===== src/rtl/jk_bank_driver.sv =====
`default_nettype none
// ============================================================================
// Module   : jk_bank_driver
// Purpose  : Initiator-side controller for a bank of WIDTH external JK
//            flip-flops. Takes a target value over a valid/ready command
//            channel, drives the minimal J/K excitation for exactly one
//            cycle, reads the bank back, retries on mismatch and reports
//            ok/error over a valid/ready response channel.
// Revision : 1.0 - initial release
// ----------------------------------------------------------------------------
// Parameters
//   WIDTH        number of JK flops in the driven bank
//   MAX_RETRY    extra drive attempts after the first mismatch (0 = none)
// Ports
//   clk          clock, all state updates on the rising edge
//   rst          asynchronous, active-high reset
//   cmd_valid_i  command present
//   cmd_ready_o  command accepted this cycle when valid (high only in IDLE)
//   cmd_target_i requested bank value (toggle mask for toggle commands)
//   cmd_op_i     0 = set command, 1 = toggle command (optional, see below)
//   q_i          bank outputs fed back from the same clock domain
//   j_o / k_o    registered J/K inputs to the bank
//   resp_valid_o result available
//   resp_ready_i result consumed
//   resp_err_o   1 = target not reached after all attempts
//   busy_o       high in any state other than IDLE
// Optional feature
//   Define JK_TOGGLE_CMD_EN to add cmd_op_i and toggle commands. In a toggle
//   command cmd_target_i is a mask m; J = K = m is driven and the expected
//   bank value becomes q_i ^ m. Retries always use set-style excitation.
// ============================================================================
module jk_bank_driver #(
    parameter int WIDTH     = 4,
    parameter int MAX_RETRY = 2
) (
    input  logic             clk,
    input  logic             rst,
    input  logic             cmd_valid_i,
    output logic             cmd_ready_o,
    input  logic [WIDTH-1:0] cmd_target_i,
`ifdef JK_TOGGLE_CMD_EN
    input  logic             cmd_op_i,
`endif
    input  logic [WIDTH-1:0] q_i,
    output logic [WIDTH-1:0] j_o,
    output logic [WIDTH-1:0] k_o,
    output logic             resp_valid_o,
    input  logic             resp_ready_i,
    output logic             resp_err_o,
    output logic             busy_o
);

    // Retry counter is at least one bit wide even when retries are disabled.
    localparam int c_RETRY_W = (MAX_RETRY < 1) ? 1 : $clog2(MAX_RETRY + 1);
    localparam logic [c_RETRY_W-1:0] c_MAX_RETRY = c_RETRY_W'(MAX_RETRY);

    typedef enum logic [1:0] {
        ST_IDLE  = 2'd0,
        ST_DRIVE = 2'd1,
        ST_CHECK = 2'd2,
        ST_RESP  = 2'd3
    } state_t;

    state_t                 r_state;
    logic [WIDTH-1:0]       r_target;
    logic [c_RETRY_W-1:0]   r_retry;
    logic [WIDTH-1:0]       r_j;
    logic [WIDTH-1:0]       r_k;
    logic                   r_resp_valid;
    logic                   r_resp_err;
    logic                   r_busy;
    logic                   r_cmd_ready;

    // Excitation and expected value for a freshly accepted command, derived
    // from the bank value present on q_i in the acceptance cycle.
    logic [WIDTH-1:0]       w_acc_j;
    logic [WIDTH-1:0]       w_acc_k;
    logic [WIDTH-1:0]       w_acc_target;

    // Set-style retry excitation toward the stored expected value. Bits
    // already at their target get J = K = 0 (hold); the don't-care half of
    // each J/K pair is resolved to 0.
    logic [WIDTH-1:0]       w_retry_j;
    logic [WIDTH-1:0]       w_retry_k;
    logic                   w_match;
    logic                   w_accept;
    logic                   w_can_retry;

    always_comb begin
        w_acc_j      = ~q_i & cmd_target_i;
        w_acc_k      = q_i & ~cmd_target_i;
        w_acc_target = cmd_target_i;
`ifdef JK_TOGGLE_CMD_EN
        if (cmd_op_i) begin
            // Toggle: J = K = 1 flips exactly the masked bits.
            w_acc_j      = cmd_target_i;
            w_acc_k      = cmd_target_i;
            w_acc_target = q_i ^ cmd_target_i;
        end
`endif
    end

    assign w_retry_j   = ~q_i & r_target;
    assign w_retry_k   = q_i & ~r_target;
    assign w_match     = (q_i == r_target);
    assign w_accept    = cmd_valid_i & r_cmd_ready;
    assign w_can_retry = (r_retry < c_MAX_RETRY);

    always_ff @(posedge clk or posedge rst) begin
        if (rst) begin
            r_state      <= ST_IDLE;
            r_target     <= '0;
            r_retry      <= '0;
            r_j          <= '0;
            r_k          <= '0;
            r_resp_valid <= 1'b0;
            r_resp_err   <= 1'b0;
            r_busy       <= 1'b0;
            r_cmd_ready  <= 1'b1;
        end else begin
            case (r_state)
                ST_IDLE: begin
                    if (w_accept) begin
                        r_target    <= w_acc_target;
                        r_j         <= w_acc_j;
                        r_k         <= w_acc_k;
                        r_retry     <= '0;
                        r_busy      <= 1'b1;
                        r_cmd_ready <= 1'b0;
                        r_state     <= ST_DRIVE;
                    end
                end

                ST_DRIVE: begin
                    // Excitation is a single-cycle pulse; the bank samples
                    // it on this edge, so it is removed here.
                    r_j     <= '0;
                    r_k     <= '0;
                    r_state <= ST_CHECK;
                end

                ST_CHECK: begin
                    if (w_match) begin
                        r_resp_valid <= 1'b1;
                        r_resp_err   <= 1'b0;
                        r_state      <= ST_RESP;
                    end else if (w_can_retry) begin
                        r_retry <= r_retry + 1'b1;
                        r_j     <= w_retry_j;
                        r_k     <= w_retry_k;
                        r_state <= ST_DRIVE;
                    end else begin
                        r_resp_valid <= 1'b1;
                        r_resp_err   <= 1'b1;
                        r_state      <= ST_RESP;
                    end
                end

                ST_RESP: begin
                    if (resp_ready_i) begin
                        r_resp_valid <= 1'b0;
                        r_resp_err   <= 1'b0;
                        r_busy       <= 1'b0;
                        r_cmd_ready  <= 1'b1;
                        r_state      <= ST_IDLE;
                    end
                end

                default: begin
                    r_j          <= '0;
                    r_k          <= '0;
                    r_resp_valid <= 1'b0;
                    r_resp_err   <= 1'b0;
                    r_busy       <= 1'b0;
                    r_cmd_ready  <= 1'b1;
                    r_state      <= ST_IDLE;
                end
            endcase
        end
    end

    assign cmd_ready_o  = r_cmd_ready;
    assign j_o          = r_j;
    assign k_o          = r_k;
    assign resp_valid_o = r_resp_valid;
    assign resp_err_o   = r_resp_err;
    assign busy_o       = r_busy;

endmodule
`default_nettype wire


===== config.mk =====
export PLATFORM = sky130hd
export DESIGN_NAME = jk_bank_driver
export DESIGN_NICKNAME = d
export VERILOG_FILES = /design/src/rtl/jk_bank_driver.sv
export SDC_FILE = /design/constraint.sdc
export NUM_CORES = 1
export LEC_CHECK = 0
export BUFFER_PORTS_ARGS = -buffer_cell sky130_fd_sc_hd__buf_2
export CORE_MARGIN = 4
export CORE_UTILIZATION = 37
export DETAILED_ROUTE_END_ITERATION = 10
export GPL_ROUTABILITY_DRIVEN = 1
export PLACE_DENSITY_LB_ADDON = 0.3
export SYNTH_ARGS = -nofsm -noshare
export SYNTH_HDL_FRONTEND = slang
export SYNTH_SLANG_ARGS = --single-unit

===== constraint.sdc =====
create_clock -name clk -period 1.7 [get_ports clk]
set_input_delay 0 -clock clk [delete_from_list [all_inputs] [get_ports clk]]
set_output_delay 0 -clock clk [all_outputs]
set_load 0.03 [all_outputs]

# After elaboration in Yosys (flattened, before gate mapping)
# Cells that the tools add are included.
[op_classes]
reduce_logical = 11
n_bitwise = 8
mux = 28
magnitude_cmp = 1
eq_ne = 9
add_sub_neg = 1
[ops]
columns = ["operator", "n"]
rows = [
  ["2-to-1 mux 4 bit", 6],
  ["case mux 4 bit (3 select lines)", 2],
  ["bitwise AND 4 bit", 4],
  ["2-to-1 mux 2 bit", 7],
  ["NOT 4 bit", 3],
  ["inequality test 2 bit (second input constant)", 4],
  ["case mux 1 bit (2 select lines)", 4],
  ["case mux 2 bit (4 select lines)", 1],
  ["AND reduction 4 bit", 2],
  ["2-to-1 mux 1 bit", 7],
  ["AND reduction 3 bit", 2],
  ["nonzero test 2 bit", 3],
  ["== test 2 bit (second input constant)", 2],
  ["== test 4 bit", 1],
  ["case mux 2 bit (2 select lines)", 1],
  ["AND reduction 2 bit", 2],
  ["inequality test 3 bit (second input constant)", 1],
  ["nonzero test 3 bit", 1],
  ["adder 2 x 1 -> 2 bit (second input constant)", 1],
  ["== test 2 x 1 -> 1 bit (second input constant)", 1],
  ["zero test 2 bit", 1],
  ["< comparator 2 bit (second input constant)", 1],
  ["bitwise AND 1 bit", 1],
]
[word_totals]
reg_bits = 20
in_bits = 12
elab_cells = 67

# Depth between registers and ports, before layout
[depth]
word_depth = 5
ltp_mapped = 6

# Worst setup path after synthesis
# OpenSTA, ideal clock, no wires.
[synth_path]
path_type = "flip-flop to flip-flop"
start = "register r_cmd_ready (netlist: cmd_ready_o)"
end = "register r_k[0] (netlist: k_o[0])"
arrival_time_ns = 1.581
required_time_ns = 1.614
path_stages_with_launch = 6
path_slack_ns = 0.033
n_path_buf = 1
cell_sequence = "dfstp_2 -> nand2_1 -> clkbuf_1 -> nor4b_1 -> a31oi_4 -> o221ai_2"
[synth_via]
elab_chain_len = 3
[synth_lines]
columns = ["element", "line_no", "rtl"]
rows = [
  ["start: declaration", "72", "logic r_cmd_ready;"],
  ["start signal: assignment", "119", "r_cmd_ready <= 1'b1;"],
  ["start signal: assignment", "129", "r_cmd_ready <= 1'b0;"],
  ["start signal: assignment", "164", "r_cmd_ready <= 1'b1;"],
  ["bitwise AND 1 bit", "106", "assign w_accept = cmd_valid_i & r_cmd_ready;"],
  ["inequality test 2 bit (no source line)", "-", ""],
  ["AND reduction 4 bit (no source line)", "-", ""],
  ["end signal: assignment", "126", "r_k <= w_acc_k;"],
  ["end signal: assignment", "150", "r_k <= w_retry_k;"],
  ["end: declaration", "68", "logic [WIDTH-1:0] r_k;"],
]
# No other way between the ends.
# A chain may end at the register's enable or synchronous reset.

# Worst setup path in the final report
[layout_path]
start = "register r_retry[1]"
end = "register r_j[3] (netlist: j_o[3])"
[layout_via]
elab_chain_len = 3
[layout_lines]
columns = ["element", "line_no", "rtl"]
rows = [
  ["start: declaration", "66", "logic [c_RETRY_W-1:0] r_retry;"],
  ["start signal: assignment", "148", "r_retry <= r_retry + 1'b1;"],
  ["< comparator 2 bit", "107", "assign w_can_retry = (r_retry < c_MAX_RETRY);"],
  ["inequality test 2 bit (no source line)", "-", ""],
  ["AND reduction 4 bit (no source line)", "-", ""],
  ["end signal: assignment", "125", "r_j <= w_acc_j;"],
  ["end signal: assignment", "149", "r_j <= w_retry_j;"],
  ["end: declaration", "67", "logic [WIDTH-1:0] r_j;"],
]
# No other way between the ends.

==> run metrics <==
Max Cap Viol 0; Clock power frac 0.117; number of synthesized flops with an enable pin 0; syn nets 128; CP max FO 12; Max rail drop VDD 1.01 mV; fmax 0.606 GHz; per-cell routed wire length 15.6 um; Setup crit end kind flop; ratio of cells with drive above 1 in the final layout 0.262; vias in the first global route 918; I/O Buffers 23; Setup Skew 3.53 ps; Routed WL 2740 um; die width 62.2 um; final hold violation count 1; post-route ant nets 0; Min Clock Period, post-route 1650 ps; Crit path arrival time 1870 ps; Core Rows 19; Post-DP HPWL 1970 um; core area 2780 sq um; Initial Utilization 0.391; CTS tree built; Mapped Area 1090 sq um; setup TNS 0 ps; CTS buffer count 3; most common flop cell mapped by yosys dfrtp_1; Clock Path Buffers 2; H-tree Lvls 1; count of cell types in the netlist 28; routed vias 994; setup violators final 0; LEAKAGE 0.643 nW; Comb pwr share 0.539; sequential-to-total area share from yosys stat 0.461; Pins Over Slew Limit 0; Starting DRT DRC Count 33; Power, Total 2.55 mW; sequential share of power 0.344; PwrDens 1910 nW/um^2; critical path startpoint category flop; GRT Resource Usage Total 0.139; sw power 1.21 mW; Antenna Cells 0; Fin Hold WS -1.88 ps; drt drc 0; Tcrit/Tclk final 0.971; syn_area_per_cell 9.37 sq um; largest net degree at the start of global routing 21; Ys Warns 0; die area 3870 sq um; HP Class in -> reg; fin nets 158; sw frac 0.475; clk_lat worst skew 320 ps; delay of the slowest critical-path stage 420 ps; ys async rst share 1.00; Mapped Cells 116; dpl ws 36.3 ps; failing checks hold timing; status finished, violations left; RSZ-0062 raised after global routing false; vias per cell 5.65; CTS clk-pin slew, worst paths 130 ps; Min-Delay Path Depth 3; Worst Path Required 1920 ps; initial antenna violation count 0; clock tree sinks 20; IO Count 24; internal cell power 1.34 mW; CTS root buf clkbuf_4; worst slew pin tran 772 ps; gr ovfl total 0; Area growth, synth to finish 22.9%; PnR worst setup slack 48.7 ps; crit path kind reg -> reg; Yosys reg bits 20; Vert. Die Dim 62.2 um; worst reg2reg path depth 4; critical path cell sequence or3b_1 > a41o_4 > o21a_1 > a22o_1; drt first pass iters 4; Routability Congestion 0.852; Slowest cell on crit path dfrtp_1; first-pass GRT wire length 4340 um; Slew HR 0.485
power by group through the flow:
| stage | Sequential [mW] | Clock (mW) | Combinational (mW) |
|---|---|---|---|
| finish | 0.875 | 0.299 | 1.37 |
| global route | 0.907 | 0.318 | 1.48 |
| CTS | 0.875 | 0.298 | 1.34 |
| detailed placement | 0.887 | 0 | 1.33 |
| global placement | 0.873 | 0 | 1.30 |
| floorplan | 1.09 | 0 | 0.795 |
cell usage after synthesis, drive strengths merged (5+ instances only):
library cell  instances  area share
nand2                23       0.079
dfrtp                19        0.44
o21ai                10       0.046
nor2                  6       0.021
a22o                  5       0.040
a31oi                 5       0.043
clkbuf                5       0.017
inv                   5       0.017
mux2i                 5       0.046
sequential cells by signal, summed over array words and instances (netlist names):
register,count
r_state,2
cmd_ready_o,1
busy_o,1
r_retry,2
resp_valid_o,1
r_target,4
resp_err_o,1
k_o,4
j_o,4
metrics by stage:
| stage | instance area, sq um | util | hold slack (ps) | cells |
|---|---|---|---|---|
| after floorplan | 1090 | - | -36.9 | 116 |
| final | 1340 | 0.480 | -1.88 | 176 |
| after global routing | 1340 | 0.480 | 13.7 | 176 |
| after detailed placement | 1230 | 0.443 | 183 | 167 |
| after CTS | 1320 | 0.474 | 2.07 | 176 |
| after global placement | 1230 | 0.443 | 170 | 167 |
cell type report:
class                      instances  area (sq um)
sequential                        20           502
tap                               31          38.8
fill                             274          1450
multi-input combinational         83           538
clock buffer                       4          36.3
inverter                           5          18.8
timing repair buffer              33           203
what timing repair did:
item	4_1_cts	5_1_grt
hold endpoints to repair	23	0
hold buffers	5	0
gates resized for setup	0	3
setup endpoints to repair	0	6
buffers inserted	0	0
layout by cell type, fill, tap and decap left out, drive strengths merged, types with 4 or more instances in the layout:
master / n
dfrtp: 19
nand2: 23
nor2: 6
nand3: 4
xnor2: 4
o21ai: 10
clkbuf: 4
mux2i: 5
a21oi: 4
a31oi: 5
nor4b: 4
o221ai: 4
dlygate4sd3: 5
a22o: 5
buf: 28
inv: 5
worst paths after layout:
check                      slack [ps]         start           end
max reg2reg                        50    r_retry[1]        j_o[3]
min reg2reg                       530  resp_valid_o  resp_valid_o
min                                -2        q_i[0]        k_o[0]
min in group asynchronous         350           rst   r_target[2]
max                                50    r_retry[1]        j_o[3]
max in group asynchronous         870           rst    resp_err_o
layer usage:
layer	wire, um	track usage	up-vias
li1	-	-	475
met1	1320	0.183	493
met2	1280	0.224	21
met3	104	0.0252	5
met4	39	0.0569	0
met5	0	0	-
cells by family after synthesis:
group | count (synthesis) | synth area share
compound gates | 32 | 0.220
simple gates | 42 | 0.181
buf+inv | 13 | 0.0598
xor+xnor | 4 | 0.0322
flops | 20 | 0.461
mux | 5 | 0.0460
worst max-delay path: cells and delay by family, from the launching register on:
family             cells  cell delay (ps)
and+or+nand+nor        1              410
DFF                    1              420
AOI/OAI and AO/OA      3              710
Note: power is estimated with default switching activity, not from simulation.
